===== src/rtl/pc_seq_pkg.sv =====
// pc_seq_pkg: shared widths and FSM state encoding for the PC sequencer
package pc_seq_pkg;
  localparam int PC_W  = 12;
  localparam int DEPTH = 4;
  typedef enum logic [1:0] {IDLE, RUN, DONE} state_t;
endpackage


===== src/rtl/pc_sequencer_ret_stack.sv =====
// ret_stack: DEPTH x W return-address LIFO
// clk_i/rst_i: clock, async active-high reset; push_i/pop_i/clr_i: stack ops
// data_i: value to push; top_o: most recent entry; full_o/empty_o: occupancy flags
module ret_stack import pc_seq_pkg::*; #(
  parameter int W = PC_W,
  parameter int D = DEPTH
) (
  input  logic         clk_i,
  input  logic         rst_i,
  input  logic         push_i,
  input  logic         pop_i,
  input  logic         clr_i,
  input  logic [W-1:0] data_i,
  output logic [W-1:0] top_o,
  output logic         full_o,
  output logic         empty_o
);
  localparam int AW = $clog2(D);
  localparam int CW = $clog2(D + 1);
  logic [W-1:0]  mem [D];
  logic [CW-1:0] cnt_q;
  logic [AW-1:0] idx, idx_m1;
  assign idx     = cnt_q[AW-1:0];
  assign idx_m1  = idx - AW'(1);
  assign top_o   = mem[idx_m1];
  assign full_o  = cnt_q == CW'(D);
  assign empty_o = cnt_q == '0;
  always_ff @(posedge clk_i or posedge rst_i)
    if (rst_i) cnt_q <= '0;
    else if (clr_i) cnt_q <= '0;
    else if (push_i && !full_o) cnt_q <= cnt_q + CW'(1);
    else if (pop_i && !empty_o) cnt_q <= cnt_q - CW'(1);
  always_ff @(posedge clk_i)
    if (push_i && !full_o && !clr_i) mem[idx] <= data_i;
endmodule


===== src/rtl/pc_sequencer.sv =====
// pc_sequencer: program counter, branch/call/return sequencing and run handshake
// Clk/Reset: clock, async active-high reset; Start: launch at address 0; Stall: freeze
// Branch/Cond/Call/Ret/Halt/Target: decoder controls and jump target
// ProgCtr: fetch address; Running/Done: run status; StackErr: sticky stack fault
module pc_sequencer import pc_seq_pkg::*; (
  input  logic            Clk,
  input  logic            Reset,
  input  logic            Start,
  input  logic            Stall,
  input  logic            Branch,
  input  logic            Cond,
  input  logic            Call,
  input  logic            Ret,
  input  logic            Halt,
  input  logic [PC_W-1:0] Target,
  output logic [PC_W-1:0] ProgCtr,
  output logic            Running,
  output logic            Done,
  output logic            StackErr
);
  state_t          state_q, state_d;
  logic [PC_W-1:0] pc_q, pc_d, pc_inc, top;
  logic            err_q, err_d, running_q, done_q;
  logic            push, pop, clr, full, empty;
  assign pc_inc   = pc_q + PC_W'(1);
  assign ProgCtr  = pc_q;
  assign Running  = running_q;
  assign Done     = done_q;
  assign StackErr = err_q;
  ret_stack u_stack (
    .clk_i(Clk), .rst_i(Reset), .push_i(push), .pop_i(pop), .clr_i(clr),
    .data_i(pc_inc), .top_o(top), .full_o(full), .empty_o(empty)
  );
  always_comb begin
    state_d = state_q;
    pc_d    = pc_q;
    err_d   = err_q;
    push    = 1'b0;
    pop     = 1'b0;
    clr     = 1'b0;
    unique case (state_q)
      RUN: if (!Stall) begin
        if (Halt) state_d = DONE;
        else if (Ret) begin
          pop   = !empty;
          pc_d  = empty ? pc_inc : top;
          err_d = err_q | empty;
        end else if (Call) begin
          push  = !full;
          pc_d  = full ? pc_inc : Target;
          err_d = err_q | full;
        end else pc_d = (Branch && Cond) ? Target : pc_inc;
      end
      default: if (Start) begin
        state_d = RUN;
        pc_d    = '0;
        err_d   = 1'b0;
        clr     = 1'b1;
      end
    endcase
  end
  always_ff @(posedge Clk or posedge Reset)
    if (Reset) begin
      state_q   <= IDLE;
      pc_q      <= '0;
      err_q     <= 1'b0;
      running_q <= 1'b0;
      done_q    <= 1'b0;
    end else begin
      state_q   <= state_d;
      pc_q      <= pc_d;
      err_q     <= err_d;
      running_q <= state_d == RUN;
      done_q    <= state_d == DONE;
    end
endmodule


===== config.mk =====
export PLATFORM = sky130hd
export DESIGN_NAME = pc_sequencer
export DESIGN_NICKNAME = d
export VERILOG_FILES = /design/src/rtl/pc_seq_pkg.sv /design/src/rtl/pc_sequencer_ret_stack.sv /design/src/rtl/pc_sequencer.sv
export SDC_FILE = /design/constraint.sdc
export NUM_CORES = 1
export LEC_CHECK = 0
export CAP_MARGIN = 25
export CORE_MARGIN = 10
export CORE_UTILIZATION = 40
export CTS_CLUSTER_SIZE = 28
export DETAILED_ROUTE_END_ITERATION = 7
export DONT_BUFFER_PORTS = 1
export HOLD_SLACK_MARGIN = 0.05
export PLACE_DENSITY = 0.64
export SYNTH_ARGS = -nofsm -noshare
export SYNTH_HDL_FRONTEND = slang
export SYNTH_SLANG_ARGS = --single-unit

===== constraint.sdc =====
create_clock -name Clk -period 7.6 [get_ports Clk]
set_input_delay 1.52 -clock Clk [delete_from_list [all_inputs] [get_ports Clk]]
set_output_delay 1.52 -clock Clk [all_outputs]
set_load 0.02 [all_outputs]

==> results.py, run 1 <==
metrics = {
    "run_status": {
        "status": "finished, final reports clean",
    },
    "setup_path": {
        "startpoint_type": "flop",
        "cp.required_ps": 7830,
        "r2r-start": "u_stack.cnt_q[0]",
        "r2r_slack_ps": 4360,
        "crit_type": "flop to flop",
        "path_depth": 7,
        "crit_fanout": 19,
        "crit_end": "ProgCtr[4]",
        "crit_slowest_cell": "dfrtp_1",
        "cp.arrival_ps": 3470,
        "crit_buf_inv": 1,
        "crit_family": "flip-flops",
        "max_stage_delay_ps": 970,
        "end_kind": "flop",
        "r2r_end": "ProgCtr[4]",
        "crit_start": "u_stack.cnt_q[0]",
        "r2r_cells": 7,
        "path_cells": "inv_1 -> ha_1 -> mux4_2 -> nor2_1 -> nor3_1 -> a21o_1 -> a221o_1",
    },
    "grt": {
        "grt-ovfl-total": 0,
        "first_global_vias": 2098,
        "grt_first_pass_wirelength_mm": 12.1,
        "track_usage": 0.137,
        "grt_max_degree": 21,
        "antenna_found_initial": 0,
    },
    "finish": {
        "area_delta_synth_final_pct": 7.85,
        "layout-drive-gt1-share": 0.0902,
        "multi_input_area_um2": 1190,
        "fill_cells": 704,
        "seq_area_um2": 1940,
        "num_antenna_cells": 0,
        "nets": 277,
        "instances_no_fill": 357,
    },
    "detailed_routing": {
        "drt-met1-wl_mm": 3.22,
        "wl_met2_mm": 3.70,
        "antenna_left": 0,
        "wl_met3_um": 645,
        "viasPerCell": 5.75,
        "maxUsedRoutingLayer": "met4",
        "wl_per_cell_um": 21.6,
        "routed-via-count": 2053,
        "drc": 0,
        "drt_wl_total_mm": 7.71,
        "drt_iter0_markers": 187,
        "dr.pass1.iters": 4,
    },
    "floorplanning": {
        "die-height_um": 110,
        "start_util": 0.414,
        "ios": 36,
        "core.rowCount": 32,
        "coreArea_um2": 7810,
        "design.die.area_um2": 12100,
        "die_x_um": 110,
    },
    "timing": {
        "setup-tns-final_ps": 0,
        "slew_viol_final": 0,
        "clock.fmax_ghz": 0.309,
        "setup_ws_ps": 4360,
        "setup_viol": 0,
        "period_share": 0.426,
        "maxSlewHeadroom": 0.337,
        "worstMarginPinSlew_ps": 990,
        "rsz0062_at_grt": "no",
        "finClkSkew_ps": 8.60,
        "finalWorstPathRequiredPeriod_ps": 3240,
        "hold_viol": 0,
    },
    "power": {
        "power_density_nw_per_um2": 353,
        "fin_total_pwr_mw": 1.23,
        "ir_drop_mv": 0.158,
        "p_leak_nw": 1.26,
    },
    "logic_synthesis": {
        "syn-num-nets": 278,
        "synth-edff-count": 48,
        "synth_cell_types": 45,
        "synth_top_area_frac": 0.446,
        "synth_area_leaders": "edfxtp_1, dfrtp_1, mux4_1",
        "synthFlopType": "edfxtp_1",
        "syn-instance-count": 251,
        "synthArstFlopShare": 0.294,
        "syn_area_per_cell_um2": 12.9,
        "synth.yosys.seq_area_share": 0.600,
        "yosysTopAreaCell": "edfxtp_1",
        "ys_seq_elements": 68,
        "yosys_warnings": 0,
        "netlist_area_um2": 3230,
    },
    "cts": {
        "clock-root-buffer": "clkbuf_8",
        "hold_buffers": 0,
        "cts.path.max_buffers": 2,
        "cts_tree": "built",
        "h-tree-depth": 3,
        "clk_pin_slew_worst_paths_ps": 80,
        "cts_setup_buffers": 0,
        "cts.sinks": 68,
        "clk_latency_ps": 350,
        "cts_resized": 0,
        "cts_buffers": 9,
    },
    "worst_hold_path": {
        "hp-class": "flop to flop",
    },
    "placed_design": {
        "portBuffers": 0,
        "place_inst": 341,
        "dp.final_hpwl_mm": 5.38,
        "dp_slack_ps": 4240,
        "place.gp.congestion": 0.808,
    },
    "job": {
        "max_cap_violations": 0,
    },
}
stage by stage:
step	area [µm²]	util	hold WS, ps
CTS	3490	0.447	632
global route	3490	0.447	675
floorplan	3230	-	566
global placement	3300	0.423	599
finish	3490	0.447	631
detailed placement	3300	0.423	614
routing by layer:
| layer | vias up | GRT usage |
|---|---|---|
| met3 | 15 | 0.0644 |
| met5 | - | 0 |
| li1 | 964 | - |
| met4 | 0 | 0.0465 |
| met2 | 57 | 0.212 |
| met1 | 1017 | 0.163 |
synth_stat cells (all sizes together), types with 3 or more instances:
master,instances
clkbuf,5
nor3,6
o21a,3
o2111ai,4
nand2,18
inv,10
nand2b,3
o22ai,3
edfxtp,48
nor2b,3
nand4,6
nor2,15
mux4,8
nand3,12
dfrtp,20
and2,4
a31oi,7
mux2i,9
a21oi,5
a21o,4
o21ai,13
xor2,3
buf,8
xnor2,4
ha,5
worst min path at each step:
stage | startpoint | to | slack, ps | cells past startpoint
floorplan | state_q[0] | state_q[0] | 570 | 1
global placement | state_q[0] | state_q[0] | 600 | 1
detailed placement | state_q[0] | state_q[0] | 610 | 1
CTS | state_q[0] | state_q[0] | 630 | 1
global route | state_q[0] | state_q[0] | 670 | 1
finish | state_q[0] | state_q[0] | 630 | 1
cells by family (layout without fill, tap and decap cells):
logic type / count (synthesis) / in the layout / synth area share
buffers and inverters: 23 / 27 / 0.0317
multiplexers: 17 / 17 / 0.0894
AND/OR/NAND/NOR: 76 / 76 / 0.118
adder cells (fa/ha/maj): 6 / 6 / 0.0255
XOR/XNOR: 7 / 7 / 0.0190
flip-flops: 68 / 68 / 0.600
AO/OA/AOI/OAI: 54 / 54 / 0.116
where the power goes:
group	total (mW)	switching [mW]	internal [mW]	leakage (nW)
clock network	0.277	0.147	0.130	0.0897
logic	0.367	0.216	0.151	0.469
registers	0.587	0.117	0.469	0.698
layout make-up:
class,instances,share of cell area
Clock buffer,10,0.0395
Clock inverter,6,0.0133
Inverter,10,0.0108
Multi-Input combinational cell,160,0.341
Sequential cell,68,0.557
Tap cell,102,0.0366
Timing Repair Buffer,1,0.00215
worst reg2reg max path, cell delays in order (launching register included):
cell and delay (ps):
dfrtp_1 970, inv_1 170, ha_1 890, mux4_2 410
nor2_1 90, nor3_1 60, a21o_1 200, a221o_1 330
placed cells by master (no fill, tap or decap), types with 4 or more instances in the layout:
cell type / n
xnor2_1: 4
clkbuf_8: 10
a31oi_1: 6
nor3_1: 6
a21o_1: 4
mux4_1: 5
nand2_1: 18
nand3_1: 12
dfrtp_1: 20
mux2i_1: 9
nor2_1: 15
o21ai_0: 13
inv_1: 10
edfxtp_1: 48
and2_1: 4
o2111ai_1: 4
ha_1: 5
a21oi_1: 5
nand4_1: 6
state kept, by name, indices dropped and copies added, names as in the netlist:
signal / cells
Done: 1
u_stack.cnt_q: 3
u_stack.mem: 48
ProgCtr: 12
StackErr: 1
Running: 1
state_q: 2
(Power assumes the default switching activity.)
==> run 2: changes to the inputs <==
--- a/config.mk
+++ b/config.mk
@@ -12,7 +12,7 @@
 export DETAILED_ROUTE_END_ITERATION = 7
 export DONT_BUFFER_PORTS = 1
 export HOLD_SLACK_MARGIN = 0.05
-export PLACE_DENSITY = 0.64
+export PLACE_DENSITY = 0.66
 export SYNTH_ARGS = -nofsm -noshare
 export SYNTH_HDL_FRONTEND = slang
 export SYNTH_SLANG_ARGS = --single-unit
==> constraint.sdc (replaced) <==
create_clock -name Clk -period 2.6 [get_ports Clk]
set_input_delay 0.52 -clock Clk [delete_from_list [all_inputs] [get_ports Clk]]
set_output_delay 0.52 -clock Clk [all_outputs]
set_load 0.02 [all_outputs]
==> run 2 against run 1 <==
Effect of this change: count of clock-buffer cells in the layout is 4 higher; first-iteration DRC count fell by 17%; non-clock buffer count up 14; sequential share of layout area shrank 1.7 points; utilization grew 1.4 points; largest power group unchanged; highest routed layer unchanged.
==> results.py, run 2 (synthesized netlist as in run 1, its figures left out) <==
metrics = {
    "run_status": {
        "status": "finished, final reports clean",
    },
    "grt": {
        "first_global_vias": 2188,
        "track_usage": 0.135,
        "grt-ovfl-total": 0,
        "grt_first_pass_wirelength_mm": 12.2,
        "grt_max_degree": 21,
        "antenna_found_initial": 0,
    },
    "timing": {
        "slew_viol_final": 0,
        "rsz0062_at_grt": "no",
        "maxSlewHeadroom": 0.452,
        "setup_viol": 0,
        "hold_viol": 0,
        "worstMarginPinSlew_ps": 820,
        "period_share": 0.901,
        "finalWorstPathRequiredPeriod_ps": 2340,
        "clock.fmax_ghz": 0.427,
        "finClkSkew_ps": 4.79,
        "setup-tns-final_ps": 0,
    },
    "power": {
        "power_density_nw_per_um2": 1050,
        "p_leak_nw": 1.33,
        "ir_drop_mv": 0.446,
        "fin_total_pwr_mw": 3.77,
    },
    "finish": {
        "final_common_cell": "edfxtp_1",
        "regMostFlops": "u_stack.mem",
        "nets": 291,
        "fin_area_um2": 3600,
        "instances_no_fill": 371,
        "fin_util": 0.461,
        "layout-drive-gt1-share": 0.123,
        "mostFrequentLayoutCells": "edfxtp_1, dfrtp_1, nand2_1, nor2_1, buf_4",
        "area_delta_synth_final_pct": 11.2,
        "num_antenna_cells": 0,
        "largest_reg_flops": 48,
        "fill_cells": 693,
    },
    "setup_path": {
        "cp.required_ps": 2850,
        "path_depth": 11,
        "crit_type": "flop to flop",
        "path_cells": "inv_1 -> ha_1 -> a21boi_1 -> and3_1 -> inv_1 -> fa_1 -> nor3b_1 -> a31oi_1 -> nor3_1 -> a31oi_1 -> o31ai_1",
        "r2r-start": "u_stack.cnt_q[1]",
        "crit_fanout": 6,
        "crit_buf_inv": 2,
        "r2r_cells": 11,
        "crit_family": "simple AND/OR/NAND/NOR gates",
        "startpoint_type": "flop",
        "max_stage_delay_ps": 440,
        "crit_slowest_cell": "dfrtp_1",
        "end_kind": "flop",
        "crit_start": "u_stack.cnt_q[1]",
        "cp.arrival_ps": 2590,
    },
    "detailed_routing": {
        "dr.pass1.iters": 5,
        "drc": 0,
        "drt-met1-wl_mm": 3.21,
        "routed-via-count": 2172,
        "wl_met3_um": 861,
        "wl_per_cell_um": 21.3,
        "drt_wl_total_mm": 7.91,
        "drt_iter0_markers": 156,
        "maxUsedRoutingLayer": "met4",
        "viasPerCell": 5.85,
        "wl_met2_mm": 3.72,
        "antenna_left": 0,
    },
    "floorplanning": {
        "start_util": 0.414,
        "design.die.area_um2": 12100,
        "coreArea_um2": 7810,
        "die-height_um": 110,
        "die_x_um": 110,
        "ios": 36,
        "core.rowCount": 32,
    },
    "worst_hold_path": {
        "hp-class": "input port to asynchronous set/reset pin",
    },
    "cts": {
        "cts_tree": "built",
        "cts_buffers": 9,
        "clk_latency_ps": 340,
        "cts_setup_buffers": 0,
        "cts.sinks": 68,
        "cts_resized": 0,
        "h-tree-depth": 3,
        "hold_buffers": 0,
        "clock-root-buffer": "clkbuf_8",
        "clk_pin_slew_worst_paths_ps": 70,
        "cts.path.max_buffers": 2,
    },
    "placed_design": {
        "portBuffers": 0,
        "place_inst": 355,
        "place.gp.congestion": 0.830,
        "dp.final_hpwl_mm": 5.55,
        "placed_cell_area_um2": 3410,
    },
    "job": {
        "max_cap_violations": 0,
    },
}
## run 2: changes by cell type in the layout (fill, tap and decap cells not counted)
cell,previous run,this run
a21boi_1,0,1
clkinvlp_4,2,0
a21boi_0,2,1
buf_4,1,15
clkbuf_1,0,4
bufinv_16,0,1
inv_6,3,0
## run 2: through the flow
stage               hold WS (ps)  setup slack [ps]
floorplan                    484              20.0
global placement             587               362
detailed placement           610               291
CTS                          252               268
global route                 277              43.9
finish                       224               257
## run 2: layout make-up
| type | instances | area, µm² | area share |
|---|---|---|---|
| inverters | 10 | 37.5 | 0.0104 |
| clock inverters | 2 | 35.0 | 0.00974 |
| clock buffers | 14 | 153 | 0.0424 |
| well taps | 102 | 128 | 0.0355 |
| flip-flops and latches | 68 | 1940 | 0.540 |
| repair buffers | 15 | 113 | 0.0313 |
| multi-input cells | 160 | 1190 | 0.331 |
## run 2: final timing paths
kind,endpoint,slack [ps]
min,Running,220
min reg2reg,state_q[0],620
max,u_stack.cnt_q[2],260
min in group Clk,Running,300
max in group asynchronous,ProgCtr[9],1860
max reg2reg,u_stack.cnt_q[2],260
## run 2: report_power, final
part           internal [mW]  leakage (nW)  total [mW]  switching (mW)
sequential              1.37         0.698        1.65           0.272
combinational          0.524         0.541        1.28           0.752
clock                  0.470        0.0947       0.846           0.376
## run 2: routing by layer
layer  track usage  vias up
met5             0        -
met4        0.0381        0
met3        0.0638       15
met2         0.213       96
met1         0.162     1070
li1              -      991
==> run 3: changes to the inputs <==
--- a/config.mk
+++ b/config.mk
@@ -6,13 +6,14 @@
 export NUM_CORES = 1
 export LEC_CHECK = 0
 export CAP_MARGIN = 25
-export CORE_MARGIN = 10
+export CORE_MARGIN = 2
 export CORE_UTILIZATION = 40
 export CTS_CLUSTER_SIZE = 28
 export DETAILED_ROUTE_END_ITERATION = 7
 export DONT_BUFFER_PORTS = 1
 export HOLD_SLACK_MARGIN = 0.05
-export PLACE_DENSITY = 0.66
+export PLACE_DENSITY = 0.64
+export SLEW_MARGIN = 20
 export SYNTH_ARGS = -nofsm -noshare
 export SYNTH_HDL_FRONTEND = slang
 export SYNTH_SLANG_ARGS = --single-unit
==> constraint.sdc (replaced) <==
create_clock -name Clk -period 2.2 [get_ports Clk]
set_input_delay 0.44 -clock Clk [delete_from_list [all_inputs] [get_ports Clk]]
set_output_delay 0.44 -clock Clk [all_outputs]
set_load 0.02 [all_outputs]
==> run 3 against run 2 <==
Effect of this change: routed wire length fell by 2.8%; global-route usage rose by 5.8 points; total power rose by 22%; flip-flop and latch count did not move; critical path type unchanged; critical endpoint unchanged; largest power group unchanged; highest routed layer unchanged.
==> results.py, run 3 (synthesized netlist as in run 1, its figures left out) <==
metrics = {
    "run_status": {
        "status": "finished, final reports clean",
    },
    "cts": {
        "cts_tree": "built",
        "h-tree-depth": 3,
        "cts_buffers": 9,
        "clock-root-buffer": "clkbuf_8",
        "clk_latency_ps": 350,
        "cts.path.max_buffers": 2,
        "cts.sinks": 68,
        "clk_pin_slew_worst_paths_ps": 70,
    },
    "grt": {
        "grt_first_pass_wirelength_mm": 12.3,
        "grt-ovfl-total": 0,
        "antenna_found_initial": 0,
        "grt_max_degree": 21,
        "first_global_vias": 2248,
        "track_usage": 0.193,
    },
    "timing": {
        "period_share": 0.913,
        "maxSlewHeadroom": 0.633,
        "setup_viol": 0,
        "hold_viol": 0,
        "finClkSkew_ps": 12.0,
        "setup_ws_ps": 192,
        "hold_ws_ps": 218,
        "slew_viol_final": 0,
        "finalWorstPathRequiredPeriod_ps": 2010,
        "clock.fmax_ghz": 0.498,
        "rsz0062_at_grt": "no",
        "worstMarginPinSlew_ps": 551,
    },
    "floorplanning": {
        "die-height_um": 93.9,
        "core.rowCount": 32,
        "die_x_um": 93.9,
        "coreArea_um2": 7770,
        "design.die.area_um2": 8820,
        "start_util": 0.416,
        "ios": 36,
    },
    "placed_design": {
        "dp_slack_ps": 132,
        "portBuffers": 0,
        "dp.final_hpwl_mm": 5.49,
        "place.gp.congestion": 0.855,
    },
    "detailed_routing": {
        "routed-via-count": 2173,
        "viasPerCell": 5.66,
        "drt_wl_total_mm": 7.68,
        "wl_per_cell_um": 20.0,
        "drt_iter0_markers": 150,
        "drc": 0,
        "antenna_left": 0,
        "dr.pass1.iters": 4,
    },
    "finish": {
        "regMostFlops": "u_stack.mem",
        "area_delta_synth_final_pct": 15.8,
        "fin_util": 0.482,
        "mostFrequentLayoutCells": "edfxtp_1, buf_4, dfrtp_1, nand2_1, nor2_1",
        "fill_cells": 697,
        "final_common_cell": "edfxtp_1",
        "largest_reg_flops": 48,
        "nets": 304,
        "layout-drive-gt1-share": 0.184,
        "num_antenna_cells": 0,
    },
    "setup_path": {
        "cp_common_cell": "a31oi_1",
        "cp.arrival_ps": 2260,
        "r2r_slack_ps": 190,
        "r2r_end": "u_stack.cnt_q[2]",
        "path_cells": "inv_4 -> ha_4 -> a21boi_2 -> and3_4 -> inv_2 -> fa_2 -> nor3b_2 -> a31oi_1 -> nor3_1 -> a31oi_1 -> o31ai_1",
        "end_kind": "flop",
        "max_stage_delay_ps": 390,
        "crit_type": "flop to flop",
        "cp.required_ps": 2450,
        "r2r-start": "u_stack.cnt_q[0]",
        "startpoint_type": "flop",
        "crit_slowest_cell": "dfrtp_1",
        "crit_fanout": 8,
        "r2r_cells": 11,
    },
    "power": {
        "power.internal_mw": 2.93,
        "power_frac_comb": 0.364,
        "fin_total_pwr_mw": 4.59,
        "power.switching_mw": 1.67,
        "swShare": 0.363,
        "seq_power_share": 0.412,
        "clkPwrFrac": 0.224,
        "p_leak_nw": 1.41,
        "power_density_nw_per_um2": 1230,
        "ir_drop_mv": 0.671,
    },
    "worst_hold_path": {
        "hp-class": "input port to flop",
        "min_to": "Running",
        "whs_path_depth": 1,
        "hp-start": "Start",
    },
    "job": {
        "max_cap_violations": 0,
    },
}
[run 3: cell count changes in the layout (fill, tap and decap cells not counted), moves of 2 or more]
cell / change
inv_1: -2
buf_4: +12
clkinv_1: +2
clkbuf_1: -2
[run 3: area by class of cell]
type                       count  area (µm²)  share of cell area
sequential                    68        1940               0.518
clock inverter                 3        37.5              0.0100
multi-input combinational    160        1230               0.328
clock buffer                  13         159              0.0424
timing repair buffer          28         213              0.0568
inverter                      10        40.0              0.0107
tap                          102         128              0.0341
[run 3: through the flow]
step	TNS (ps)	cell area [µm²]	instances
floorplan	-200	3270	251
global placement	0	3520	366
detailed placement	0	3520	366
CTS	0	3720	383
global route	0	3750	384
finish	0	3750	384
[run 3: worst max-delay path by stage]
stage	start	end	slack, ps	depth (start not counted)
3_5_place_dp	state_q[0]	u_stack.cnt_q[2]	130	10
3_3_place_gp	state_q[0]	u_stack.cnt_q[2]	190	10
2_1_floorplan	u_stack.cnt_q[0]	u_stack.cnt_q[2]	-200	15
4_1_cts	state_q[0]	u_stack.cnt_q[2]	110	10
5_1_grt	u_stack.cnt_q[1]	u_stack.cnt_q[2]	50	11
6_report	u_stack.cnt_q[0]	u_stack.cnt_q[2]	190	11
[run 3: what timing repair did]
action,in CTS,in global routing
setup endpoints to repair,0,1
endpoints found under the hold margin,20,0
resized for setup,0,2
hold buffers,1,0
buffers inserted,0,1
[run 3: power by group through the flow]
stage	combinational (mW)	clock [mW]	sequential (mW)
3_3_place_gp	1.63	0	1.91
4_1_cts	1.67	1.06	1.89
6_report	1.67	1.03	1.89
5_1_grt	1.84	1.11	1.92
2_1_floorplan	1.16	0	1.91
3_5_place_dp	1.65	0	1.92
[run 3: worst max-delay path: cells and delay by family, from the launching register on]
kind | cells | cell delay (ps)
AND/OR/NAND/NOR | 3 | 510
AO/OA/AOI/OAI | 4 | 360
flip-flops | 1 | 390
adder cells (fa/ha/maj) | 2 | 570
buffers and inverters | 2 | 90
[run 3: layer usage]
metal  track usage  share of wire  up-vias
li1              -              -     1017
met3        0.0730          0.078       13
met4        0.0785          0.017        0
met2         0.282           0.47       72
met1         0.258           0.43     1071
met5             0              0        -
